**src/rtl/branch_redirect_unit_pkg.sv**
```systemverilog
// branch_redirect_unit_pkg: shared opcode/funct3 constants and FSM state type
package branch_redirect_unit_pkg;
  localparam logic [6:0] OPCODE_BRANCH = 7'b1100011;
  localparam logic [6:0] OPCODE_JAL    = 7'b1101111;
  localparam logic [6:0] OPCODE_JALR   = 7'b1100111;
  localparam logic [2:0] FUNCT3_BEQ    = 3'b000;
  localparam logic [2:0] FUNCT3_BNE    = 3'b001;
  localparam logic [2:0] FUNCT3_BLT    = 3'b100;
  localparam logic [2:0] FUNCT3_BGE    = 3'b101;
  localparam logic [2:0] FUNCT3_BLTU   = 3'b110;
  localparam logic [2:0] FUNCT3_BGEU   = 3'b111;
  typedef enum logic [1:0] {IDLE, REDIRECT, FLUSH} state_t;
endpackage

```
**src/rtl/branch_redirect_unit_sat_counter.sv**
```systemverilog
// sat_counter: increment-enable counter that sticks at all-ones
module sat_counter #(
  parameter int WIDTH = 32
) (
  input  logic             clk,
  input  logic             reset,
  input  logic             inc_i,
  output logic [WIDTH-1:0] count_o
);
  always_ff @(posedge clk or posedge reset)
    if (reset) count_o <= '0;
    else if (inc_i && !(&count_o)) count_o <= count_o + 1'b1;
endmodule

```
**src/rtl/branch_redirect_unit.sv**
```systemverilog
// branch_redirect_unit: resolves EX-stage branches/jumps, issues fetch redirects and flush windows
module branch_redirect_unit
  import branch_redirect_unit_pkg::*;
#(
  parameter int AWIDTH       = 32,
  parameter int DWIDTH       = 32,
  parameter int FLUSH_CYCLES = 2,
  parameter int CNT_WIDTH    = 32
) (
  input  logic                 clk,
  input  logic                 reset,
  input  logic                 valid_i,
  input  logic [6:0]           opcode_i,
  input  logic [2:0]           funct3_i,
  input  logic [AWIDTH-1:0]    pc_i,
  input  logic [DWIDTH-1:0]    imm_i,
  input  logic [DWIDTH-1:0]    rs1_i,
  input  logic                 breq_i,
  input  logic                 brlt_i,
  input  logic                 redir_ready_i,
  output logic                 redir_valid_o,
  output logic [AWIDTH-1:0]    redir_pc_o,
  output logic                 flush_o,
  output logic                 stall_o,
  output logic [CNT_WIDTH-1:0] br_count_o,
  output logic [CNT_WIDTH-1:0] taken_count_o
);
  localparam int FW = $clog2(FLUSH_CYCLES + 2);
  state_t state, state_n;
  logic [FW-1:0] cnt, cnt_n;
  logic eval, is_cond, cond_taken, is_jal, is_jalr, taken, need_redir;
  logic [AWIDTH-1:0] jalr_sum, target;
  assign eval = valid_i && state == IDLE;
  // funct3 010/011 are reserved branch encodings and are ignored entirely
  assign is_cond = opcode_i == OPCODE_BRANCH && funct3_i[2:1] != 2'b01;
  assign cond_taken = funct3_i[2] ? brlt_i ^ funct3_i[0] : breq_i ^ funct3_i[0];
  assign is_jal = opcode_i == OPCODE_JAL;
  assign is_jalr = opcode_i == OPCODE_JALR;
  assign taken = (is_cond && cond_taken) || is_jal || is_jalr;
  assign jalr_sum = AWIDTH'(rs1_i + imm_i);
  assign target = is_jalr ? {jalr_sum[AWIDTH-1:1], 1'b0} : pc_i + AWIDTH'(imm_i);
  assign need_redir = eval && taken && target != pc_i + AWIDTH'(4);
  assign redir_valid_o = state == REDIRECT;
  assign flush_o = state != IDLE;
  assign stall_o = state != IDLE;
  always_comb begin
    state_n = state;
    cnt_n = cnt;
    unique case (state)
      IDLE: state_n = need_redir ? REDIRECT : IDLE;
      REDIRECT: if (redir_ready_i) begin
        state_n = FLUSH_CYCLES == 0 ? IDLE : FLUSH;
        cnt_n = FW'(FLUSH_CYCLES);
      end
      FLUSH: begin
        cnt_n = cnt - 1'b1;
        state_n = cnt == FW'(1) ? IDLE : FLUSH;
      end
      default: state_n = IDLE;
    endcase
  end
  always_ff @(posedge clk or posedge reset)
    if (reset) begin
      state <= IDLE;
      cnt <= '0;
      redir_pc_o <= '0;
    end else begin
      state <= state_n;
      cnt <= cnt_n;
      if (need_redir) redir_pc_o <= target;
    end
  sat_counter #(.WIDTH(CNT_WIDTH)) u_br_cnt (
    .clk(clk), .reset(reset), .inc_i(eval && is_cond), .count_o(br_count_o)
  );
  sat_counter #(.WIDTH(CNT_WIDTH)) u_taken_cnt (
    .clk(clk), .reset(reset), .inc_i(eval && is_cond && cond_taken), .count_o(taken_count_o)
  );
endmodule

```
**config.mk**
```make
export PLATFORM = sky130hd
export DESIGN_NAME = branch_redirect_unit
export DESIGN_NICKNAME = d
export VERILOG_FILES = /design/src/rtl/branch_redirect_unit_pkg.sv /design/src/rtl/branch_redirect_unit_sat_counter.sv /design/src/rtl/branch_redirect_unit.sv
export SDC_FILE = /design/constraint.sdc
export NUM_CORES = 1
export LEC_CHECK = 0
export BUFFER_PORTS_ARGS = -buffer_cell sky130_fd_sc_hd__buf_2
export CORE_MARGIN = 5
export CORE_UTILIZATION = 62
export DETAILED_ROUTE_END_ITERATION = 8
export PLACE_DENSITY = 0.89
export SYNTH_ARGS = -nofsm -noshare
export SYNTH_HDL_FRONTEND = slang
export SYNTH_HIERARCHICAL = 1
export SYNTH_SLANG_ARGS = --single-unit
```
**constraint.sdc**
```tcl
create_clock -name clk -period 6.25 [get_ports clk]
set_input_delay 0.3125 -clock clk [delete_from_list [all_inputs] [get_ports clk]]
set_output_delay 0.3125 -clock clk [all_outputs]
set_load 0.02 [all_outputs]
```
==> results of run 1 <==
## routing by layer
| layer | vias up | track usage (%) | part of all wire [%] |
|---|---|---|---|
| li1 | 4871 | - | - |
| met4 | 0 | 10.71 | 3.7 |
| met1 | 4908 | 43.82 | 41 |
| met3 | 77 | 3.911 | 9.4 |
| met5 | - | 0 | 0 |
| met2 | 569 | 50.23 | 45 |
## where the power goes
| group | leakage [nW] | switching (mW) | internal [mW] |
|---|---|---|---|
| sequential | 1.31 | 0.0606 | 0.735 |
| clock | 0.148 | 0.227 | 0.347 |
| combinational | 4.09 | 0.637 | 0.439 |
## sequential cells by signal, indices dropped and copies added, names as in the netlist
name                 count
u_br_cnt/count_o        32
u_taken_cnt/count_o     32
redir_pc_o              32
state                    2
cnt                      2
## logic make-up after synthesis
family,Yosys count
and+or+nand+nor,470
AOI/OAI and AO/OA,282
xor gates and xnor gates,180
DFF,100
buffers and inverters,80
adders and majority gates,67
muxes,45
## worst register-to-register path: cells and delay by family (launching register included)
kind / cells / cell delay (ns)
simple gates: 8 / 1.84
flops: 1 / 0.41
buf+inv: 1 / 0.21
xor+xnor: 1 / 0.17
## how the worst max path moves through the flow
stage	from	to	slack (ns)	cells past startpoint
global placement	imm_i[0]	redir_pc_o[16]	1.40	16
CTS	imm_i[0]	redir_pc_o[16]	1.64	16
finish	imm_i[0]	redir_pc_o[16]	1.52	16
global route	imm_i[0]	redir_pc_o[16]	1.32	16
detailed placement	imm_i[0]	redir_pc_o[16]	1.31	16
floorplan	pc_i[0]	redir_pc_o[10]	2.52	16
## Yosys cell counts, drive strengths merged, types with 6 or more instances
cell type	count	area share [%]
inv	38	1.4
nand4	51	3.1
a21o	16	1.2
xnor2	92	7.8
nor4	13	0.99
and4	12	1.0
nand3	50	2.5
nand2	135	4.9
dfrtp	100	24
or3	6	0.36
o21a	9	0.65
nor3b	6	0.48
mux2i	20	1.9
a21oi	84	4.1
and3	19	1.1
o21ai	67	3.2
xnor3	9	2.0
nand2b	8	0.48
nor2b	11	0.66
o21bai	11	0.80
a31oi	11	0.66
clkbuf	25	0.91
ha	65	7.8
buf	17	1.2
and2	9	0.54
a211oi	13	0.99
mux2	25	3.4
xor2	78	6.7
nor2	80	2.9
nor3	55	3.8
a41oi	6	0.51
o221ai	7	0.59
o211ai	8	0.58
## through the flow
stage	hold slack, ns	instance area, µm²	worst slack (ns)	instances
after CTS	0.08524	11870	1.639	1636
after detailed placement	0.4479	11560	1.312	1621
after global routing	0.1304	11870	1.321	1636
final	0.08104	11870	1.518	1636
after global placement	0.4444	11560	1.399	1621
after floorplan	0.3991	10370	2.519	1224
## area by class of cell
cell class	count	area, µm²
multi-input cells	1044	7521
flip-flops and latches	100	2502
clock inverters	5	77.57
well taps	220	275.3
clock buffers	10	229.0
fillers	1286	4599
inverters	38	142.6
repair buffers	219	1119
==> metrics.csv, run 1 <==
stage;metric;value;unit
status;status;completed;
critical_path;RR Startpoint;state[0];
sta;fin. max-slew vios;0;
clock_network;Num CTS Buffers;9;
sta;total negative slack;0;ns
yosys;Synth Area in Simple Gates;24.22;%
placement;Post-DP HPWL;25.56;mm
floorplanning;Ports;211;
critical_path;R2R Setup Slk;3.56;ns
sta;Final period util;75.71;%
yosys;largest family of logic cells by synthesized area;simple AND/OR/NAND/NOR gates;
sta;number of setup violations in the final report;0;
yosys;post-synth net total;1403;
clock_network;clk buf depth;2;
power;Pwr Density;206.1;nW/µm²
power;worst-case vdd ir drop;0.2116;mV
finish;final core occ;72.07;%
yosys;synth warn;6;
detailed_routing;WL/cell;19.42;µm
sta;slew margin rel.;43.78;%
critical_path;CP max stage cell;a31oi_1;
critical_path;crit-path max cell delay;0.68;ns
clock_network;CTS Hold Bufs;0;
yosys;Syn Area/Cell;8.470;µm²
yosys;Post-Synth XOR/XNOR Area;16.62;%
detailed_routing;DR vias/cell;6.372;
yosys;Distinct cells, synth;86;
sta;Final Skew;0.005500;ns
clock_network;Clk Tree Root Cell;clkbuf_16;
finish;layout cells sized above 1;21.47;%
critical_path;worst path bufs/invs;3;
clock_network;total setup buffers inserted after CTS;0;
floorplanning;FP Rows;47;
yosys;register bit total from synthesis;100;
global_route;grt total ovfl;0;
floorplanning;Starting Density;62.96;%
clock_network;Clock Sinks;100;
finish;nets;1591;
yosys;Post-synth EDFFs;0;
global_route;first-pass GRT wire length;50.03;mm
power;total power;2.446;mW
critical_path;reg2reg end;u_taken_cnt/count_o[27];
global_route;initial antenna violation count;0;
critical_path;CP Cell Sequence;buf_2 > ha_1 > inv_1 > fa_1 > nand2b_1 > a211oi_2 > o21ai_0 > a31oi_1 > a41oi_1 > xnor2_1 > o22ai_1 > xnor2_1 > a221oi_1 > o22ai_4 > buf_4 > mux2_1;
critical_path;Worst Setup Start Kind;primary input;
yosys;Synth Cell Area;10370;µm²
yosys;multiplexer share of the synthesized area;5.371;%
floorplanning;die span in x;139.3;µm
detailed_routing;Final ANT Viol Nets;0;
critical_path;crit path DAT;4.94;ns
clock_network;Skew-Pair Late Insertion Delay;0.34;ns
placement;PortBufs;210;
floorplanning;Die H;139.3;µm
yosys;Gate Count Post-Synth;1224;
worst_hold_path;Hold Crit Class;in -> async;
critical_path;Worst EP required;6.46;ns
sta;unrepaired setup endpoints after global routing;false;
critical_path;worst reg-to-reg path cell count;10;
detailed_routing;1st-iter DRT viols;876;
critical_path;cell mode on critical path;xnor2_1;
detailed_routing;vias;10425;
critical_path;CP max FO;33;
yosys;Post-Synth Adder-Cell Area;8.231;%
yosys;Main synth FF type;dfrtp_1;
yosys;complex-gate fraction of the synthesized area;17.97;%
critical_path;CP Class;in -> reg;
global_route;largest net degree at the start of global routing;46;
critical_path;CP top delay family;compound AO/OA/AOI/OAI gates;
clock_network;Resize count post-CTS;0;
job;Max Cap Viol;0;
finish;antenna diode count;0;
detailed_routing;final WL;31.77;mm
clock_network;Clock transition at path regs;0.07;ns
clock_network;CTS tree;built;
finish;most frequent cells in the layout;buf_2, nand2_1, dfrtp_1, xnor2_1, a21oi_1;
finish;commonest non-fill, non-tap cell in the layout;buf_2;
power;Leak;5.549;nW
detailed_routing;drt first pass iters;5;
sta;Final min period;4.732;ns
clock_network;H-tree depth;3;
floorplanning;Core ar.;16470;µm²
sta;Slew @ Worst Pin;0.8345;ns
sta;fmax;211.3;MHz
sta;Fin. Hold Viols;0;
global_route;Total GRT Usage;31.28;%
finish;Syn-to-layout area delta;14.46;%
floorplanning;Die Area;19410;µm²
yosys;post-synthesis sequential area ratio;24.14;%
critical_path;Critical Path End Type;flop;
detailed_routing;drt drc;0;
global_route;vias in the first global route;9589;
yosys;Async SR Flop Fraction;100.0;%
placement;Placer Congestion;1.015;
(Power assumes the default switching activity.)
==> run 2, diff against run 1 <==
--- a/config.mk
+++ b/config.mk
@@ -7,9 +7,9 @@
 export LEC_CHECK = 0
 export BUFFER_PORTS_ARGS = -buffer_cell sky130_fd_sc_hd__buf_2
 export CORE_MARGIN = 5
-export CORE_UTILIZATION = 62
+export CORE_UTILIZATION = 57
 export DETAILED_ROUTE_END_ITERATION = 8
-export PLACE_DENSITY = 0.89
+export PLACE_DENSITY = 0.82
 export SYNTH_ARGS = -nofsm -noshare
 export SYNTH_HDL_FRONTEND = slang
 export SYNTH_HIERARCHICAL = 1
==> constraint.sdc (replaced) <==
create_clock -name clk -period 4.64 [get_ports clk]
set_input_delay 0.232 -clock clk [delete_from_list [all_inputs] [get_ports clk]]
set_output_delay 0.232 -clock clk [all_outputs]
set_load 0.02 [all_outputs]
==> run 2 against run 1 <==
Effect of this change:
- the run now ends with negative hold slack left
- via count down 0.70%
- worst setup slack worse by 1.0 ns
- clock power up 41%
- critical path type unchanged
- largest power group unchanged
- highest routed layer unchanged
==> metrics.csv, run 2 (same netlist as run 1, synthesis figures left out) <==
stage;metric;value;unit;change
finish;Finished Cell Area;12000;µm²;+1.1%
floorplanning;Die Area;20990;µm²;+8.1%
floorplanning;Ports;211;;unchanged
placement;Placer Congestion;1.013;;-0.19%
critical_path;crit path DAT;4.35;ns;-0.59 ns
sta;Fin. Hold Viols;4;;+4
floorplanning;FP Rows;49;;+4.3%
critical_path;Critical Path End Type;flop;;
clock_network;Num CTS Buffers;9;;unchanged
power;Pwr Density;278.7;nW/µm²;+35%
finish;largest registers;redir_pc_o x32, u_br_cnt/count_o x32, u_taken_cnt/count_o x32;;
clock_network;CTS tree;built;;
critical_path;R2R Setup Slk;2.03;ns;-1.53 ns
critical_path;Critical Path End;redir_pc_o[16];;
sta;total negative slack;0;ns;unchanged
sta;fmax;242.0;MHz;
sta;Final min period;4.133;ns;
critical_path;Worst EP required;4.86;ns;-1.60 ns
worst_hold_path;Hold Crit Class;in -> async;;
critical_path;CP Class;in -> reg;;
critical_path;worst reg-to-reg path cell count;10;;unchanged
placement;pre-CTS WS;0.1818;ns;-1.131 ns
critical_path;crit-path max cell delay;0.51;ns;-0.17 ns
placement;area post-placement;11670;µm²;+0.96%
status;status;finished, violations left;;
detailed_routing;WL/cell;19.30;µm;-0.63%
clock_network;clk buf depth;2;;unchanged
finish;Non-Filler Instances;1655;;+1.2%
global_route;vias in the first global route;9939;;+3.7%
finish;most frequent cells in the layout;buf_2, nand2_1, dfrtp_1, xnor2_1, a21oi_1;;
detailed_routing;drt drc;0;;unchanged
critical_path;CP Cell Sequence;buf_2 > ha_1 > nand4_1 > nor3_1 > buf_4 > nand3_1 > a311oi_1 > o22ai_2 > xnor3_1 > a211oi_1 > xor2_1 > a211o_1 > nor4_2 > o22ai_4 > buf_12 > mux2_1;;
critical_path;RR Startpoint;state[1];;
critical_path;CP max FO;33;;unchanged
floorplanning;Starting Density;57.71;%;-5.2 points
critical_path;CP max stage cell;ha_1;;
floorplanning;die span in x;144.9;µm;+4.0%
clock_network;total setup buffers inserted after CTS;0;;unchanged
sta;Slew @ Worst Pin;0.7310;ns;-0.1035 ns
critical_path;Worst Setup Start Kind;primary input;;
finish;nets;1601;;+0.63%
clock_network;Resize count post-CTS;0;;unchanged
floorplanning;Core ar.;17960;µm²;+9.1%
detailed_routing;DR vias/cell;6.255;;-1.8%
clock_network;H-tree depth;3;;unchanged
finish;FF/Latch Area;2502;µm²;unchanged
clock_network;Clk Tree Root Cell;clkbuf_16;;
finish;Syn-to-layout area delta;15.71;%;
detailed_routing;Final ANT Viol Nets;0;;unchanged
sta;slew margin rel.;51.15;%;+7.4 points
clock_network;Skew-Pair Late Insertion Delay;0.34;ns;about the same
power;total power;3.343;mW;+37%
sta;Final Skew;0.006542;ns;+0.001042 ns
detailed_routing;1st-iter DRT viols;832;;-5.0%
finish;final core occ;66.78;%;-5.3 points
global_route;first-pass GRT wire length;50.51;mm;+0.98%
detailed_routing;final WL;31.94;mm;+0.53%
clock_network;Clock Sinks;100;;unchanged
global_route;grt total ovfl;0;;unchanged
critical_path;crit path from;imm_i[22];;
global_route;initial antenna violation count;0;;unchanged
placement;Post-DP HPWL;26.37;mm;+3.2%
finish;multi-input logic area;7521;µm²;unchanged
global_route;largest net degree at the start of global routing;42;;-8.7%
status;failing checks;negative hold slack;;
detailed_routing;vias;10352;;-0.70%
global_route;Total GRT Usage;29.93;%;-1.4 points
finish;commonest non-fill, non-tap cell in the layout;buf_2;;
power;worst-case vdd ir drop;0.3328;mV;+57%
job;Max Cap Viol;0;;unchanged
clock_network;Clock transition at path regs;0.06;ns;about the same
detailed_routing;drt first pass iters;5;;unchanged
finish;FILL cells;1523;;+18%
sta;fin worst setup slack;0.5073;ns;-1.011 ns
sta;Min Hold Slack;-0.003708;ns;-0.08475 ns
finish;layout cells sized above 1;22.09;%;+0.62 points
sta;unrepaired setup endpoints after global routing;false;;
floorplanning;Die H;144.9;µm;+4.0%
critical_path;reg2reg end;u_taken_cnt/count_o[27];;
power;Leak;5.620;nW;+1.3%
sta;Final period util;89.07;%;
placement;Inst Count DP;1640;;+1.2%
clock_network;CTS Hold Bufs;0;;unchanged
finish;antenna diode count;0;;unchanged
sta;number of setup violations in the final report;0;;unchanged
placement;PortBufs;210;;unchanged
sta;fin. max-slew vios;0;;unchanged
[run 2: cell count changes in the layout (fill, tap and decap cells not counted), sizes merged]
cell,before,now
buf,219,229
clkbuf,10,11
clkinv,2,1
[run 2: worst max-delay path, delay by kind of cell]
| kind | cells | cell delay (ns) |
|---|---|---|
| AO/OA/AOI/OAI | 5 | 1.44 |
| buffers and inverters | 3 | 0.50 |
| adder cells (fa/ha/maj) | 1 | 0.51 |
| multiplexers | 1 | 0.33 |
| XOR/XNOR | 2 | 0.50 |
| AND/OR/NAND/NOR | 4 | 0.83 |
[run 2: cell type report]
type	count	share of cell area, %
multi-input combinational	1044	62.69
clock inverter	4	0.6049
timing repair buffer	229	10.16
sequential	100	20.86
inverter	38	1.189
clock buffer	11	2.107
tap	229	2.388
[run 2: power breakdown]
| part | internal, mW | switching (mW) | total, mW | leakage (nW) |
|---|---|---|---|---|
| logic | 0.599 | 0.869 | 1.47 | 4.15 |
| clock network | 0.498 | 0.310 | 0.808 | 0.158 |
| registers | 0.990 | 0.0777 | 1.07 | 1.31 |
[run 2: layer usage]
| layer | routed length, µm | global-route usage, % |
|---|---|---|
| met5 | 0 | 0 |
| met4 | 1257 | 11.73 |
| met3 | 2966 | 4.864 |
| met2 | 14490 | 48.25 |
| met1 | 13230 | 40.25 |
[run 2: worst min path at each step]
stage | from | end | slack, ns | depth (start not counted)
6_report | reset | u_br_cnt/count_o[4] | -0.004 | 3
4_1_cts | reset | u_br_cnt/count_o[18] | 0.005 | 3
2_1_floorplan | redir_ready_i | cnt[0] | 0.32 | 1
5_1_grt | reset | u_taken_cnt/count_o[9] | 0.04 | 3
3_3_place_gp | reset | u_br_cnt/count_o[4] | 0.37 | 3
3_5_place_dp | reset | u_br_cnt/count_o[4] | 0.37 | 3
==> run 3, diff against run 2 <==
--- a/config.mk
+++ b/config.mk
@@ -7,10 +7,9 @@
 export LEC_CHECK = 0
 export BUFFER_PORTS_ARGS = -buffer_cell sky130_fd_sc_hd__buf_2
 export CORE_MARGIN = 5
-export CORE_UTILIZATION = 57
+export CORE_UTILIZATION = 56
 export DETAILED_ROUTE_END_ITERATION = 8
 export PLACE_DENSITY = 0.82
 export SYNTH_ARGS = -nofsm -noshare
 export SYNTH_HDL_FRONTEND = slang
-export SYNTH_HIERARCHICAL = 1
 export SYNTH_SLANG_ARGS = --single-unit
==> run 3 against run 2 <==
Effect of this change:
- the run now ends clean
- critical endpoint is now redir_pc_o[14]
- clock power fell by 3.2%
- via count fell by 6.8%
- sequential cell count did not move
- sequential power fell by 7%
- worst setup slack improved by 0.013 ns
- worst hold slack improved by 0.13 ns
- largest cell class unchanged
==> metrics.csv, run 3 <==
stage;metric;value;unit;change
sta;fmax;242.8;MHz;+0.32%
sta;slew margin rel.;51.59;%;+0.45 points
detailed_routing;final WL;29.47;mm;-7.7%
sta;Min Hold Slack;0.1275;ns;+0.1312 ns
detailed_routing;DR vias/cell;6.043;;-3.4%
critical_path;RR Startpoint;u_taken_cnt.count_o[9];;
clock_network;Clk Tree Root Cell;clkbuf_16;;
yosys;Synth Cell Area;9679;µm²;-6.6%
critical_path;CP Class;in -> reg;;
yosys;Async SR Flop Fraction;100.0;%;unchanged
critical_path;worst reg-to-reg path cell count;11;;+1
finish;nets;1545;;-3.5%
sta;fin. max-slew vios;0;;unchanged
critical_path;CP max FO;33;;unchanged
worst_hold_path;hold path depth;2;;
critical_path;Worst Setup Start Kind;primary input;;
floorplanning;Core ar.;17120;µm²;-4.7%
clock_network;Resize count post-CTS;0;;unchanged
finish;final core occ;65.95;%;-0.83 points
yosys;Synth top area share;25.85;%;+1.7 points
placement;Inst Count DP;1579;;-3.7%
floorplanning;Die H;141.5;µm;-2.3%
job;Max Cap Viol;0;;unchanged
clock_network;total setup buffers inserted after CTS;0;;unchanged
yosys;largest family of logic cells by synthesized area;simple AND/OR/NAND/NOR gates;;
detailed_routing;vias;9644;;-6.8%
floorplanning;Die Area;20010;µm²;-4.6%
power;worst-case vdd ir drop;0.2078;mV;-38%
yosys;count leader, synth;nand2_1;;
power;total power;3.063;mW;-8.4%
global_route;Total GRT Usage;28.69;%;-1.2 points
placement;Post-DP HPWL;24.67;mm;-6.4%
critical_path;Critical Path End Type;flop;;
finish;commonest non-fill, non-tap cell in the layout;buf_2;;
finish;most frequent cells in the layout;buf_2, nand2_1, xnor2_1, dfrtp_1;;
detailed_routing;drt first pass iters;5;;unchanged
status;status;completed;;
clock_network;Clock transition at path regs;0.07;ns;about the same
yosys;complex-gate fraction of the synthesized area;18.24;%;+0.27 points
detailed_routing;Final ANT Viol Nets;0;;unchanged
global_route;initial antenna violation count;0;;unchanged
yosys;top cells by area, synth;dfrtp_1, xnor2_1, ha_1, xor2_1, nand2_1;;
power;Leak;5.449;nW;-3.0%
yosys;Distinct cells, synth;81;;-5.8%
clock_network;Skew-Pair Late Insertion Delay;0.34;ns;about the same
yosys;post-synthesis sequential area ratio;25.85;%;+1.7 points
yosys;Syn Area/Cell;8.280;µm²;-2.2%
global_route;largest net degree at the start of global routing;60;;+43%
sta;number of setup violations in the final report;0;;unchanged
detailed_routing;drt drc;0;;unchanged
yosys;Post-Synth XOR/XNOR Area;17.46;%;+0.85 points
yosys;Synth Area in Simple Gates;21.77;%;-2.5 points
yosys;most frequent cells after synthesis;nand2_1, xnor2_1, dfrtp_1, a21oi_1, nor2_1;;
global_route;grt total ovfl;0;;unchanged
clock_network;H-tree depth;3;;unchanged
global_route;vias in the first global route;9220;;-7.2%
detailed_routing;1st-iter DRT viols;704;;-15%
floorplanning;Starting Density;56.55;%;-1.2 points
sta;fin worst setup slack;0.5207;ns;+0.01338 ns
placement;area post-placement;10960;µm²;-6.1%
yosys;post-synth net total;1348;;-3.9%
finish;Non-Filler Instances;1596;;-3.6%
clock_network;Clock Sinks;100;;unchanged
yosys;largest area contributor in the netlist;dfrtp_1;;
placement;pre-CTS WS;0.2108;ns;+0.02902 ns
critical_path;crit path DAT;4.34;ns;about the same
sta;Final min period;4.119;ns;-0.01338 ns
yosys;register bit total from synthesis;100;;unchanged
critical_path;Worst EP required;4.86;ns;about the same
finish;largest registers;redir_pc_o x32, u_br_cnt.count_o x32, u_taken_cnt.count_o x32;;
yosys;Post-Synth Adder-Cell Area;8.816;%;+0.59 points
sta;Slew @ Worst Pin;0.7261;ns;-0.004867 ns
placement;PortBufs;210;;unchanged
worst_hold_path;Worst Hold Endpoint;state[0];;
yosys;multiplexer share of the synthesized area;4.757;%;-0.61 points
clock_network;CTS tree;built;;
global_route;first-pass GRT wire length;46.69;mm;-7.6%
clock_network;CTS Hold Bufs;1;;+1
worst_hold_path;HP Start;redir_ready_i;;
finish;antenna diode count;0;;unchanged
sta;Final Skew;0.01130;ns;+0.004757 ns
critical_path;R2R Setup Slk;1.50;ns;-0.53 ns
detailed_routing;WL/cell;18.46;µm;-4.3%
sta;total negative slack;0;ns;unchanged
floorplanning;die span in x;141.5;µm;-2.3%
power;Pwr Density;271.3;nW/µm²;-2.6%
worst_hold_path;Hold Crit Class;in -> reg;;
sta;unrepaired setup endpoints after global routing;false;;
finish;Syn-to-layout area delta;16.62;%;
finish;layout cells sized above 1;20.06;%;-2.0 points
clock_network;clk buf depth;2;;unchanged
finish;Finished Cell Area;11290;µm²;-5.9%
placement;Placer Congestion;0.9990;;-1.3%
floorplanning;Ports;211;;unchanged
clock_network;Num CTS Buffers;9;;unchanged
sta;Fin. Hold Viols;0;;-4
yosys;Gate Count Post-Synth;1169;;-4.5%
yosys;Post-synth EDFFs;0;;unchanged
yosys;synth warn;0;;-6
sta;Final period util;88.78;%;-0.29 points
critical_path;reg2reg end;u_taken_cnt.count_o[30];;
floorplanning;FP Rows;48;;-2.0%
yosys;Main synth FF type;dfrtp_1;;
run 3: power breakdown:
group          leakage (nW)  internal (mW)  switching [mW]
clock network         0.157          0.444           0.337
logic                  3.95          0.491           0.791
registers              1.34          0.952          0.0477
total                  5.45           1.89            1.18
run 3: area by class of cell:
class	instances	area, µm²
Timing Repair Buffer	230	1216
Sequential cell	100	2502
Fill cell	1466	5828
Inverter	24	92.59
Clock inverter	6	78.83
Clock buffer	10	239.0
Tap cell	225	281.5
Multi-Input combinational cell	1001	6878
run 3: kinds of logic after synthesis:
| logic type | after synthesis |
|---|---|
| AND/OR/NAND/NOR | 425 |
| AO/OA/AOI/OAI | 274 |
| XOR/XNOR | 193 |
| multiplexers | 42 |
| adder cells (fa/ha/maj) | 67 |
| flip-flops | 100 |
| buffers and inverters | 68 |
run 3: routing by layer:
layer	GRT usage, %	part of all wire (%)	up-vias
met3	3.674	9.3	52
met1	39.77	42	4501
met5	0	0	-
met4	7.727	2.6	0
li1	-	-	4604
met2	47.55	46	487
run 3: worst max path at each step:
stage          startpoint  slack [ns]        endpoint
3_5_place_dp     imm_i[0]        0.21  redir_pc_o[30]
6_report         imm_i[0]        0.52  redir_pc_o[14]
2_1_floorplan     pc_i[0]        0.73   redir_pc_o[1]
3_3_place_gp     imm_i[0]        0.30  redir_pc_o[25]
5_1_grt          imm_i[0]        0.18  redir_pc_o[23]
4_1_cts          imm_i[0]        0.54  redir_pc_o[14]
run 3: critical path, cell delays in order:
cell	delay [ns]
buf_2	0.13
ha_1	0.20
inv_1	0.07
fa_1	0.36
and2b_1	0.27
o311ai_1	0.15
a21oi_1	0.35
nor2_2	0.11
xnor2_1	0.15
a2111oi_0	0.42
nor4b_2	0.30
o221ai_1	0.16
nor4_1	0.31
buf_4	0.16
nand4b_1	0.14
o31ai_4	0.23
buf_12	0.25
mux2_1	0.35
